$ cat config.mk
export PLATFORM = sky130hd
export DESIGN_NAME = diffusion_scheduler
export DESIGN_NICKNAME = d
export VERILOG_FILES = /design/src/rtl/diffusion_pkg.sv /design/src/rtl/rr_arbiter.sv /design/src/rtl/diffusion_scheduler.sv
export SDC_FILE = /design/constraint.sdc
export NUM_CORES = 1
export LEC_CHECK = 0
export CAP_MARGIN = 20
export CORE_UTILIZATION = 40
export CTS_CLUSTER_DIAMETER = 100
export CTS_CLUSTER_SIZE = 16
export DETAILED_ROUTE_END_ITERATION = 12
export PLACE_DENSITY = 0.86
export SLEW_MARGIN = 20
export SYNTH_ARGS = -nofsm -noshare
export SYNTH_HDL_FRONTEND = slang
export SYNTH_SLANG_ARGS = --single-unit
$ cat constraint.sdc
create_clock -name clk -period 5.76 [get_ports clk]
set_input_delay 0.864 -clock clk [delete_from_list [all_inputs] [get_ports clk]]
set_output_delay 0.864 -clock clk [all_outputs]
set_load 0.02 [all_outputs]
$ cat src/rtl/diffusion_pkg.sv
// diffusion_pkg: shared state encodings and default widths for the diffusion scheduler
package diffusion_pkg;
  typedef logic [1:0] state_t;
  localparam state_t ST_IDLE    = 2'd0;
  localparam state_t ST_RUN     = 2'd1;
  localparam state_t ST_ADVANCE = 2'd2;
  localparam state_t ST_DONE    = 2'd3;
  localparam int DEF_ADDR_WIDTH = 13;
  localparam int DEF_DATA_WIDTH = 32;
  localparam int DEF_MAX_STEPS  = 7;
endpackage

$ cat src/rtl/rr_arbiter.sv
// rr_arbiter: round-robin grant of one shared port, held while the owner keeps requesting
module rr_arbiter
  import diffusion_pkg::*;
#(
  parameter int NUM_ENG = 4,
  localparam int PW = $clog2(NUM_ENG)
) (
  input  logic               clk,
  input  logic               rst,
  input  logic [NUM_ENG-1:0] req,
  input  logic               hold_en,
  output logic [NUM_ENG-1:0] gnt,
  output logic [PW-1:0]      rr_ptr
);
  logic [NUM_ENG-1:0] gnt_q, gnt_d;
  logic [PW-1:0]      ptr_q, ptr_d;
  logic [PW-1:0]      idx;
  logic               found;
  // hold the owner, release to idle for one cycle, else search from the pointer
  always_comb begin
    gnt_d = gnt_q;
    ptr_d = ptr_q;
    idx   = '0;
    found = 1'b0;
    if (!hold_en) gnt_d = '0;
    else if (|gnt_q) begin
      if (!(|(gnt_q & req))) begin
        gnt_d = '0;
        for (int i = 0; i < NUM_ENG; i++)
          if (gnt_q[i]) ptr_d = (i == NUM_ENG - 1) ? '0 : PW'(i + 1);
      end
    end else
      for (int k = 0; k < NUM_ENG; k++) begin
        idx = PW'((int'(ptr_q) + k) % NUM_ENG);
        if (!found && req[idx]) begin
          found      = 1'b1;
          gnt_d[idx] = 1'b1;
        end
      end
  end
  // grant and pointer registers
  always_ff @(posedge clk) begin
    if (rst) begin
      gnt_q <= '0;
      ptr_q <= '0;
    end else begin
      gnt_q <= gnt_d;
      ptr_q <= ptr_d;
    end
  end
  assign gnt    = gnt_q;
  assign rr_ptr = ptr_q;
endmodule

$ cat src/rtl/diffusion_scheduler.sv
// diffusion_scheduler: step sequencer and shared score-BRAM arbiter for diffusion engines
module diffusion_scheduler
  import diffusion_pkg::*;
#(
  parameter int NUM_ENG    = 4,
  parameter int ADDR_WIDTH = DEF_ADDR_WIDTH,
  parameter int DATA_WIDTH = DEF_DATA_WIDTH,
  parameter int MAX_STEPS  = DEF_MAX_STEPS
) (
  input  logic                          clk,
  input  logic                          rst,
  input  logic                          start,
  input  logic [NUM_ENG-1:0]            eng_req,
  input  logic [NUM_ENG*ADDR_WIDTH-1:0] eng_addr,
  input  logic [NUM_ENG-1:0]            eng_we,
  input  logic [NUM_ENG*DATA_WIDTH-1:0] eng_wdata,
  input  logic [NUM_ENG-1:0]            eng_finished,
  output logic [NUM_ENG-1:0]            eng_rdy,
  output logic [NUM_ENG-1:0]            eng_conflict,
  output logic [DATA_WIDTH-1:0]         l_step,
  output logic [ADDR_WIDTH-1:0]         bram_addr,
  output logic                          bram_we,
  output logic [DATA_WIDTH-1:0]         bram_wdata,
  output logic                          busy,
  output logic                          done
);
  state_t                state_q, state_d;
  logic [DATA_WIDTH-1:0] l_step_q, l_step_d;
  logic [NUM_ENG-1:0]    fin_lat_q, fin_lat_d;
  logic [NUM_ENG-1:0]    gnt;
  logic [$clog2(NUM_ENG)-1:0] rr_ptr;

  rr_arbiter #(.NUM_ENG(NUM_ENG)) u_arb (
    .clk     (clk),
    .rst     (rst),
    .req     (eng_req),
    .hold_en (state_q == ST_RUN),
    .gnt     (gnt),
    .rr_ptr  (rr_ptr)
  );

  // step sequencing; a step only ends once every engine finished and the port is idle
  always_comb begin
    state_d   = state_q;
    l_step_d  = l_step_q;
    fin_lat_d = fin_lat_q;
    case (state_q)
      ST_IDLE, ST_DONE: if (start) begin
        state_d   = ST_RUN;
        l_step_d  = '0;
        fin_lat_d = '0;
      end
      ST_RUN: begin
        fin_lat_d = fin_lat_q | eng_finished;
        if (&fin_lat_q && !(|gnt)) state_d = ST_ADVANCE;
      end
      default: begin
        fin_lat_d = '0;
        if (l_step_q + 1'b1 == DATA_WIDTH'(MAX_STEPS)) state_d = ST_DONE;
        else begin
          state_d  = ST_RUN;
          l_step_d = l_step_q + 1'b1;
        end
      end
    endcase
  end

  // FSM, step counter and finished latches
  always_ff @(posedge clk) begin
    if (rst) begin
      state_q   <= ST_IDLE;
      l_step_q  <= '0;
      fin_lat_q <= '0;
    end else begin
      state_q   <= state_d;
      l_step_q  <= l_step_d;
      fin_lat_q <= fin_lat_d;
    end
  end

  // shared port follows the granted engine; no grant means a silent port
  always_comb begin
    bram_addr  = '0;
    bram_we    = 1'b0;
    bram_wdata = '0;
    for (int i = 0; i < NUM_ENG; i++)
      if (gnt[i]) begin
        bram_addr  = eng_addr[i*ADDR_WIDTH +: ADDR_WIDTH];
        bram_we    = eng_we[i];
        bram_wdata = eng_wdata[i*DATA_WIDTH +: DATA_WIDTH];
      end
  end

  assign eng_rdy      = {NUM_ENG{state_q == ST_RUN}};
  assign eng_conflict = eng_req & ~gnt;
  assign l_step       = l_step_q;
  assign busy         = (state_q == ST_RUN) || (state_q == ST_ADVANCE);
  assign done         = (state_q == ST_DONE);
endmodule
# Word level (Yosys, flattened, before mapping)
# Cells that the tools add are included.
# classes
eq_ne	8
addsub	4
bitwise_logic	10
n_mux	62
n_reduce_logical	23
magnitude_cmp	8
# ops
op	n
two-way mux 32 bit	6
one-hot mux 32 bit (2 select lines)	1
two-way mux 13 bit	4
two-way mux 4 bit	13
adder 32 x 1 -> 32 bit, second input constant	1
== test 32 x 3 -> 1 bit, second input constant	1
two-way mux 1 bit	21
bitwise OR 4 bit	5
two-way mux 2 bit	7
< comparator 2 x 3 -> 1 bit, second input constant	4
bitwise AND 4 bit	2
binary-select mux 1 bit (select 2 bit)	4
demux 1 bit (select 2 bit)	4
greater-or-equal comparator 2 x 1 -> 1 bit, second input constant	4
logical AND 1 bit	8
one-hot mux 4 bit (2 select lines)	1
AND reduction 4 bit	2
OR reduction 4 bit	2
inequality test 2 bit, second input constant	3
adder 2 bit, second input constant	2
== test 2 bit, second input constant	2
logical NOT 1 bit	4
NOT 4 bit	1
one-hot mux 2 bit (2 select lines)	1
10 further kinds	12
# word_totals
out_inout_bits	88
reg_bits	44

# Logic depth before layout (Yosys ltp)
# Gate-level depths: netlist (run 1).
# depth
ltp_word	19
mapped_depth	12
mapped_depth_nobuf	10

# Modules after synthesis
# A second synthesis (run 1) with hierarchy kept.
# unflattened
cells_unflattened	708
hier_area_um2	4809.6
# modules_own_cells
module	area_each_um2	seq_area_each_um2	n_inst	cells_per_inst
diffusion_scheduler	4202.8	760.7	1	648
rr_arbiter	606.8	120.1	1	60

# Least setup slack after synthesis (run 1)
# Ideal clock, no wire load.
# synth_timing
kind	reg2reg
startpoint	register l_step_q[1] (netlist: l_step[1])
endpoint	register l_step_q[16] (netlist: l_step[16])
path_slack_ps	2673
arrival_ps	2967
period_less_slack_ps	3087
required_ps	5640
stages_incl_launch_ff	10
path_buffers	0
path_cell_list	dfxtp_1 -> ha_1 -> nand3_1 -> or3_4 -> or4_4 -> or2_4 -> a211oi_4 -> nand3_4 -> and4b_1 -> a211o_1
# synth_between
elab_chain_len	4
elab_cells_between_ends	6
# synth_lines
item	line_no	source
start: declaration	diffusion_scheduler.sv:28	logic [DATA_WIDTH-1:0] l_step_q, l_step_d;
start signal: assignment	diffusion_scheduler.sv:76	l_step_q <= l_step_d;
adder 32 x 1 -> 32 bit *	diffusion_scheduler.sv:59, diffusion_scheduler.sv:62	
== test 32 x 3 -> 1 bit	diffusion_scheduler.sv:59	if (l_step_q + 1'b1 == DATA_WIDTH'(MAX_STEPS)) state_d = ST_DONE;
inequality test 2 x 1 -> 1 bit (no line)	--	
AND reduction 3 bit (no line)	--	
# Mark *: on every way between the ends. The rest lies on a longest branch, timed or not. The select of a mux whose other input is x is not followed.
# A chain may end at the register's enable or synchronous reset.

# Final worst setup path (run 1)
# layout_timing
startpoint	register l_step_q[0] (netlist: l_step[0])
endpoint	register l_step_q[21] (netlist: l_step[21])
# Same word-level chain as after synthesis.

==> impl_results.md, run 1 <==
- Critical Path AT: 4120 ps
- Crit Path Category: flip-flop to flip-flop
- Vias: 6395
- Distinct cells, synth: 69
- Wire per inst: between 20 and 25 um
- Yosys Warn Count: 0
- Vias per std cell: 6.17
- Register share of total power: 22.5%
- Async set or reset register ratio after synthesis: 0%
- Worst-skew pair later-pin latency: a little under 300 ps
- Fin area: between 7000 and 8000 sq um
- Largest cells by area after synthesis: dfxtp_1 19%, o21ai_0 13%, a221o_1 10%, nand2_1 7.4%, clkbuf_1 3.6%
- Syn Area/Cell: between 6 and 7 sq um
- Clock-pin slew on the worst setup and hold paths: approximately 70 ps
- Slew HR: 39.0%
- Gr ovfl total: 0
- CTS tree: yes
- Worst slack, placed: 1910 ps
- Kind of cell adding the most delay to the critical path: simple AND/OR/NAND/NOR gates
- Htree depth: 2
- Worst setup EP type: flip-flop
- Vias in the first global route: 5793
- I/O Buffers: between 200 and 300
- Fill cells: 938
- Top post-synthesis cells by count: 121 x o21ai_0, 91 x nand2_1, 46 x a221o_1
- Post-synthesis cell count: 658
- Power consumption: 1.66 mW
- Setup violations, final: 0
- Synthesized area: 4600 sq um
- Switch share: between 40% and 50%
- Most numerous cell in the Yosys netlist: o21ai_0
- Post-CTS Setup Bufs: 0
- Power Dens Cells: around 220 nW/um^2
- Worst slew pin tran: 906 ps
- TritonCTS Buffers: 5
- Row count: 38
- Max VDD drop: 0.166 mV
- Status: finished, final reports clean
- DRT iter0 DRCs: 841
- Pleak: ~2.6 nW
- DR DRC count: 0
- Prevailing post-synth register cell: dfxtp_1
- Ratio of cells with drive above 1 in the final layout: 5.05%
- Fmax: 254 MHz
- Root Driver: clkbuf_16
- Initial antenna violation count: 9
- Synthesized Nets: 863
- Tot GR Track Use: between 30% and 40%
- Starting density of the core: 41.7%
- Max-cap violations: 0
- Chip Width: about 110 um
- I/O pin cnt: about 280
- Clk pwr share: 17.8%
- Fin Setup TNS: 0 ps
- Tightest Hold Check Type: flip-flop to flip-flop
- Detailed placer's ending HPWL: around 18000 um
- Core Region: 11000 sq um
- Clk buf depth: 2
- Slowest-stage cell, CP: and4_1
- Tmin final: 3940 ps
- Max FO, Critical Path: 17
- Clock sinks: 44
- CTS resizes: 0
- Final core utilization: 68.0%
- CTS Hold Bufs: 0
- Register area share after synthesis: 19.2%
- Layout Nets: 1095
- First drt pass iteration count: 6
- Top cell type's share of synthesized area: 19.2%
- Final hold violations: 0
- Critical Path Stages: 9
- CP Cell Sequence: ha_1 > nand3_1 > nor4_1 > xor2_1 > or4b_1 > a21oi_1 > and4_1 > nor2_2 > a221o_2
- Switch Pwr: 706 uW
- DRT Wirelength: 22300 um
- Post-synth EDFFs: 0
- Layout area overhead: 63.3%
- First-pass GRT wire length: 31700 um
- Fin Hold WS: 468 ps
- Die height: 109 um
- Worst Path Required: approximately 5900 ps
- Post-Layout Cell Count: 1036
- Die Area: 11900 sq um
- Post-synth top area cell: dfxtp_1
- Crit path largest cell delay: 690 ps
- Placed inst area: between 7000 and 8000 sq um
- Comb pwr share: 59.7%
- Routability Congestion: 1.02
- Largest net degree at the start of global routing: 53
- Inst Count DP: 1023
- Max Slew Vio Count: 0
- RSZ-0062 raised after global routing: false
- Detail Route Antenna Nets: 0
- Synthesized flop and latch total: 44
- Period Utilization, post-route: 68.5%
- Setup Skew: 5.19 ps
- R2r worst-path depth: 9
- Startpoint Class: flip-flop
- Worst Hold Depth: 2
- Setup WS post-layout: approximately 1800 ps
- CP bufs+invs: 0
- Int Pwr: approximately 960 uW
-- layout by cell type, fill, tap and decap left out, types with 8 or more instances in the layout --
cell | synthesis | layout
nor3_1 | 17 | 17
nand4_1 | 11 | 11
o21ai_0 | 121 | 121
a221o_1 | 46 | 46
nor2_1 | 35 | 35
nand3_1 | 22 | 22
clkdlybuf4s50_1 | 0 | 282
a21o_1 | 9 | 9
a211oi_1 | 11 | 11
ha_1 | 10 | 10
nor4_1 | 8 | 8
or3_1 | 8 | 8
a31oi_1 | 8 | 8
a21oi_1 | 23 | 23
inv_1 | 15 | 15
nand2_1 | 91 | 91
nand2b_1 | 8 | 8
dfxtp_1 | 44 | 41
-- worst min-delay path, stage by stage, from the launching register on --
cell,delay (ps)
dfxtp_1,330
a21oi_1,40
nor2_1,70
-- state kept, by name, summed over array words and instances, names as in the netlist --
name and flops:
fin_lat_q 4, l_step 32, state_q 2, u_arb.gnt 4
u_arb.rr_ptr 2
-- cell families (layout without fill, tap and decap cells) --
kind of cell | after synthesis | in the layout | share of synthesized area, %
DFF | 44 | 44 | 19.2
adders and majority gates | 10 | 10 | 2.72
muxes | 6 | 6 | 1.88
and+or+nand+nor | 255 | 255 | 28.9
xor gates and xnor gates | 9 | 9 | 1.71
other | 0 | 5 | 0
AOI/OAI and AO/OA | 257 | 257 | 37.8
buffers and inverters | 77 | 310 | 7.78
-- power by group through the flow --
stage / Combinational (mW) / Clock, mW / Sequential, mW
after floorplan: 0.558 / 0 / 0.360
after global routing: 1.06 / 0.307 / 0.379
after CTS: 0.980 / 0.297 / 0.374
after global placement: 0.962 / 0 / 0.377
final: 0.993 / 0.297 / 0.375
after detailed placement: 0.977 / 0 / 0.381
-- layer usage --
metal	share of wire [%]	wire length, um	up-vias	global-route usage [%]
met5	0.19	42	-	0
met4	2.4	535	6	9.33
met3	13	2910	56	13.2
met2	45	10100	408	56.5
met1	39	8790	2978	43.8
li1	-	-	2947	-
-- final cells by class --
class                           instances  area, sq um  area share [%]
Multi-Input combinational cell        537         3370            44.8
Clock buffer                            7          143            1.90
Inverter                               15         56.3           0.750
Timing Repair Buffer                  287         2860            38.1
Sequential cell                        44          885            11.8
Clock inverter                          1         7.51           0.100
Antenna cell                            5         12.5           0.167
Tap cell                              140          175            2.33
-- final timing paths --
kind	startpoint	end	slack, ps
setup / recovery	l_step[0]$_SDFFE_PP0P_	l_step[21]$_SDFFE_PP0P_	1820
setup reg to reg	l_step[0]$_SDFFE_PP0P_	l_step[21]$_SDFFE_PP0P_	1820
hold / removal	fin_lat_q[1]$_SDFFE_PP0P_	fin_lat_q[1]$_SDFFE_PP0P_	470
hold reg to reg	fin_lat_q[1]$_SDFFE_PP0P_	fin_lat_q[1]$_SDFFE_PP0P_	470
(Power assumes the default switching activity.)
==> inputs of run 2 (changes only) <==
Settings changed: CORE_ASPECT_RATIO from default to 1.25, CORE_UTILIZATION 40 to 38, PLACE_DENSITY 0.86 to 0.82.
Clock period 5.76 ns to 3.79 ns, I/O delays scaled along.
==> run 2 against run 1 <==
Effect of this change:
- setup slack got worse by 1500 ps
- clock power increased by 55%
- largest cell class unchanged
- via count decreased by 2.1%
==> impl_results.md, run 2 (synthesized netlist as in run 1, its figures left out) <==
- Status: finished, final reports clean
- Fin area: 7670 sq um
- Post-CTS Setup Bufs: 0
- Vias: between 6000 and 7000
- Placed inst area: 7520 sq um
- Antenna diodes: 0
- Wire per inst: 19.8 um
- CP Cell Sequence: ha_1 > nand3_1 > or3_4 > or4_4 > or2_4 > a211oi_4 > nand3_4 > o21ai_4 > mux2_2
- Kind of cell adding the most delay to the critical path: simple AND/OR/NAND/NOR gates
- Htree depth: 2
- Metal3 WL: 2450 um
- Die height: 125 um
- Commonest non-fill, non-tap cells in the layout: 282 x clkdlybuf4s50_1, 121 x o21ai_0, 91 x nand2_1
- Max Slew Vio Count: 0
- Fill cells: 1100
- Max FO, Critical Path: 13
- Pleak: 2.66 nW
- Startpoint Class: flip-flop
- Final core utilization: 65.4%
- Detail Route Antenna Nets: 0
- CP bufs+invs: 0
- Layout Nets: 1112
- Worst-skew pair later-pin latency: 290 ps
- Max reg flops: 32
- Tightest Hold Check Type: flip-flop to flip-flop
- Max VDD drop: 0.172 mV
- Row count: 44
- Setup Skew: around 7.5 ps
- Clock sinks: 44
- First drt pass iteration count: 6
- Fmax: 292 MHz
- CTS Hold Bufs: 0
- Setup violations, final: 0
- Clk buf depth: 2
- TritonCTS Buffers: 5
- Setup WS post-layout: 362 ps
- DRT iter0 DRCs: 593
- Power Dens Cells: 338 nW/um^2
- Starting density of the core: 39.2%
- CTS tree: yes
- Layout area overhead: 66.9%
- Detailed placer's ending HPWL: ~17000 um
- Root Driver: clkbuf_16
- Uppermost layer routed: met4
- DR DRC count: 0
- Worst slack, placed: slightly below 400 ps
- Ratio of cells with drive above 1 in the final layout: 6.84%
- Worst slew pin tran: 749 ps
- Routed wl met2: 9780 um
- CTS resizes: 0
- I/O pin cnt: 283
- Crit Path Category: flip-flop to flip-flop
- Slowest-stage cell, CP: or4_4
- Max-cap violations: 0
- Met1 Wirelength: 8240 um
- Clock-pin slew on the worst setup and hold paths: 60 ps
- Critical Path AT: 3660 ps
- RSZ-0062 raised after global routing: false
- Tmin final: between 3000 and 4000 ps
- DRT Wirelength: 21100 um
- Gr ovfl total: 0
- Worst setup EP type: flip-flop
- Worst Path Required: 4020 ps
- Initial antenna violation count: 0
- First-pass GRT wire length: 31700 um
- Core Region: 11700 sq um
- Vias in the first global route: 5712
- Die Area: 12500 sq um
- Tot GR Track Use: approximately a third
- Routability Congestion: 1.00
- I/O Buffers: 282
- Largest net degree at the start of global routing: 70
- Final hold violations: 0
- Period Utilization, post-route: between 90% and 100%
- Commonest non-fill, non-tap cell in the layout: clkdlybuf4s50_1
- Crit path largest cell delay: 500 ps
- Chip Width: 100 um
- Vias per std cell: a little under 6
- Power consumption: between 2 and 3 mW
- Slew HR: 49.9%
- Fin Setup TNS: 0 ps
## run 2: path summary, 6_finish.rpt
kind                                                start                         to  slack [ps]  cells after the start
worst max-delay path               l_step[0]$_SDFFE_PP0P_     l_step[0]$_SDFFE_PP0P_         360                      9
worst min register to register  fin_lat_q[0]$_SDFFE_PP0P_  fin_lat_q[0]$_SDFFE_PP0P_         470                      2
worst max register to register     l_step[0]$_SDFFE_PP0P_     l_step[0]$_SDFFE_PP0P_         360                      9
worst min-delay path            fin_lat_q[0]$_SDFFE_PP0P_  fin_lat_q[0]$_SDFFE_PP0P_         470                      2
## run 2: cell type report
| cell class | count | area, sq um | share of cell area [%] |
|---|---|---|---|
| Sequential cell | 44 | 885 | 11.5 |
| Clock buffer | 7 | 153 | 1.99 |
| Inverter | 15 | 56.3 | 0.734 |
| Multi-Input combinational cell | 537 | 3370 | 43.9 |
| Timing Repair Buffer | 304 | 3010 | 39.3 |
| Tap cell | 161 | 201 | 2.63 |
## run 2: worst reg2reg max path, stage by stage, from the launching register on
cell	delay, ps
dfxtp_1	440
ha_1	300
nand3_1	300
or3_4	470
or4_4	510
or2_4	260
a211oi_4	290
nand3_4	160
o21ai_4	420
mux2_2	240
## run 2: layer usage
layer,vias to the layer above,track usage [%]
met5,-,0
met4,0,11.3
met3,59,8.27
met2,371,52.6
met1,2855,41.2
li1,2973,-
## run 2: stage by stage
| stage | cells | hold slack (ps) |
|---|---|---|
| after detailed placement | 1061 | 459 |
| after CTS | 1068 | 472 |
| after global placement | 1061 | 442 |
| after global routing | 1068 | 509 |
| after floorplan | 658 | 429 |
| final | 1068 | 471 |
## run 2: where the power goes
part | switching [mW] | leakage [nW] | internal (mW)
logic | 0.862 | 2.23 | 0.719
registers | 0.0509 | 0.357 | 0.500
clock network | 0.182 | 0.0760 | 0.277
==> inputs of run 3 (changes only) <==
Settings changed: CORE_UTILIZATION 38 to 25, DONT_BUFFER_PORTS from default to 1, PLACE_DENSITY 0.82 to default.
==> run 3 against run 2 <==
Effect of this change:
- sequential power is 2% lower
- design area is 32% lower
- critical endpoint unchanged
- die area is 51% higher
- count of clock-buffer cells in the layout is 2 lower
- sequential share of layout area is 5.4 points higher
- global-route usage is 13 points lower
- largest cell class unchanged
- clock skew is 0.93 ps higher
- setup slack better by 100 ps
- fmax is 3.0% higher
- utilization is 37 points lower
- worst hold slack worse by 140 ps
- critical path depth is 1 lower
==> impl_results.md, run 3 (synthesized netlist as in run 1, its figures left out) <==
- Worst setup EP type: flip-flop
- Multi-input logic area: 3370 sq um
- FF/Latch Area: 885 sq um
- Slew HR: 47.7%
- Routability Congestion: slightly below 1
- Setup Skew: 8.48 ps
- Layout Nets: 867
- Placed inst area: 5030 sq um
- Post-Layout Cell Count: 895
- Clock sinks: 44
- Layout area overhead: 13.4%
- Core Region: 18000 sq um
- CTS Hold Bufs: 0
- TritonCTS Buffers: 5
- Die height: roughly 150 um
- Fin Setup TNS: 0 ps
- Vias: roughly 5300
- Ratio of cells with drive above 1 in the final layout: between 15 and 20%
- First drt pass iteration count: 5
- Max FO, Critical Path: 13
- Grt met2 use: between 30% and 40%
- Worst slew pin tran: 776 ps
- Final core utilization: approximately 29%
- Vias per std cell: 5.97
- Detail Route Antenna Nets: 0
- Max VDD drop: 0.202 mV
- Critical Path AT: roughly 3600 ps
- Fmax: 301 MHz
- Initial antenna violation count: 4
- Met3 Track Usage GR: 6.27%
- Max-cap violations: 0
- CTS tree: yes
- Chip Width: 123 um
- Detailed placer's ending HPWL: approximately 15000 um
- Global routing's busiest layer: met2
- Pleak: roughly 1.8 nW
- Worst Path Required: a little over 4000 ps
- Inst Count DP: approximately 900
- Vias in the first global route: 4689
- Tmin final: 3330 ps
- Htree depth: 2
- Max Slew Vio Count: 0
- CTS resizes: 0
- DRT Wirelength: 19500 um
- Power Dens Cells: 430 nW/um^2
- Worst-skew pair later-pin latency: 300 ps
- Fin area: roughly 5200 sq um
- Tot GR Track Use: between 10% and 20%
- Clk buf depth: 2
- Startpoint Class: flip-flop
- Root Driver: clkbuf_16
- Crit Path Category: flip-flop to flip-flop
- I/O Buffers: 0
- RSZ-0062 raised after global routing: false
- Commonest non-fill, non-tap cell in the layout: o21ai_0
- Row count: 55
- Worst slack, placed: 505 ps
- Starting density of the core: 25.5%
- Max reg flops: 32
- Gr ovfl total: 0
- Status: finished, final reports clean
- Period Utilization, post-route: a little under 90%
- Fill cells: 1964
- Wire per inst: 21.8 um
- Setup violations, final: 0
- Setup WS post-layout: 463 ps
- DR DRC count: 0
- Largest net degree at the start of global routing: 65
- Commonest non-fill, non-tap cells in the layout: 121 x o21ai_0, 91 x nand2_1, 59 x buf_4
- DRT iter0 DRCs: 413
- GR Util met1: between 20% and 30%
- I/O pin cnt: roughly 280
- First-pass GRT wire length: 27500 um
- Clock-pin slew on the worst setup and hold paths: 70 ps
- Post-CTS Setup Bufs: 0
- Tightest Hold Check Type: input pin to flip-flop
- Final hold violations: 0
- Die Area: about 19000 sq um
run 3: cell types whose count changed in the layout (fill, tap and decap cells not counted), sizes merged:
cell,change
bufinv,+1
clkinv,+1
clkdlybuf4s50,-282
diode,+4
clkbuf,-2
buf,+37
clkinvlp,+1
run 3: layout make-up:
type / instances / share of cell area, %
repair buffers: 59 / 8.50
inverters: 15 / 1.08
well taps: 228 / 5.47
clock buffers: 5 / 2.40
multi-input cells: 537 / 64.6
diodes: 4 / 0.192
clock inverters: 3 / 0.816
flip-flops and latches: 44 / 17.0
run 3: final timing paths:
kind | start | to | slack, ps | cells past startpoint
min | rst | u_arb.rr_ptr[0]$_SDFFE_PP0P_ | 340 | 1
max reg2reg | l_step[4]$_SDFFE_PP0P_ | l_step[0]$_SDFFE_PP0P_ | 460 | 8
max | l_step[4]$_SDFFE_PP0P_ | l_step[0]$_SDFFE_PP0P_ | 460 | 8
min reg2reg | fin_lat_q[3]$_SDFFE_PP0P_ | fin_lat_q[3]$_SDFFE_PP0P_ | 460 | 2
run 3: power by group:
| group | internal, mW | total [mW] | switching [mW] |
|---|---|---|---|
| Clock | 0.310 | 0.507 | 0.197 |
| Sequential | 0.500 | 0.539 | 0.0395 |
| Combinational | 0.370 | 1.20 | 0.827 |
run 3: stage by stage:
step                hold WS (ps)  power, mW
global placement             441       1.74
floorplan                    429       1.39
global route                 331       2.38
CTS                          334       2.26
finish                       335       2.24
detailed placement           451       1.74
run 3: critical path, cell delays in order, from the launching register on:
cell,delay (ps)
dfxtp_1,560
nand4_4,260
or3_1,600
or4_1,560
a211oi_1,240
and4b_1,290
nand3_4,140
o21ai_4,400
mux2_2,230
run 3: routing by layer:
layer  vias to the layer above  share of wire [%]  wire length (um)
li1                       2495                  -                 -
met1                      2466                 37              7160
met2                       350                 49              9600
met3                        31                 12              2270
met4                         2                2.1               415
met5                         -               0.35                68
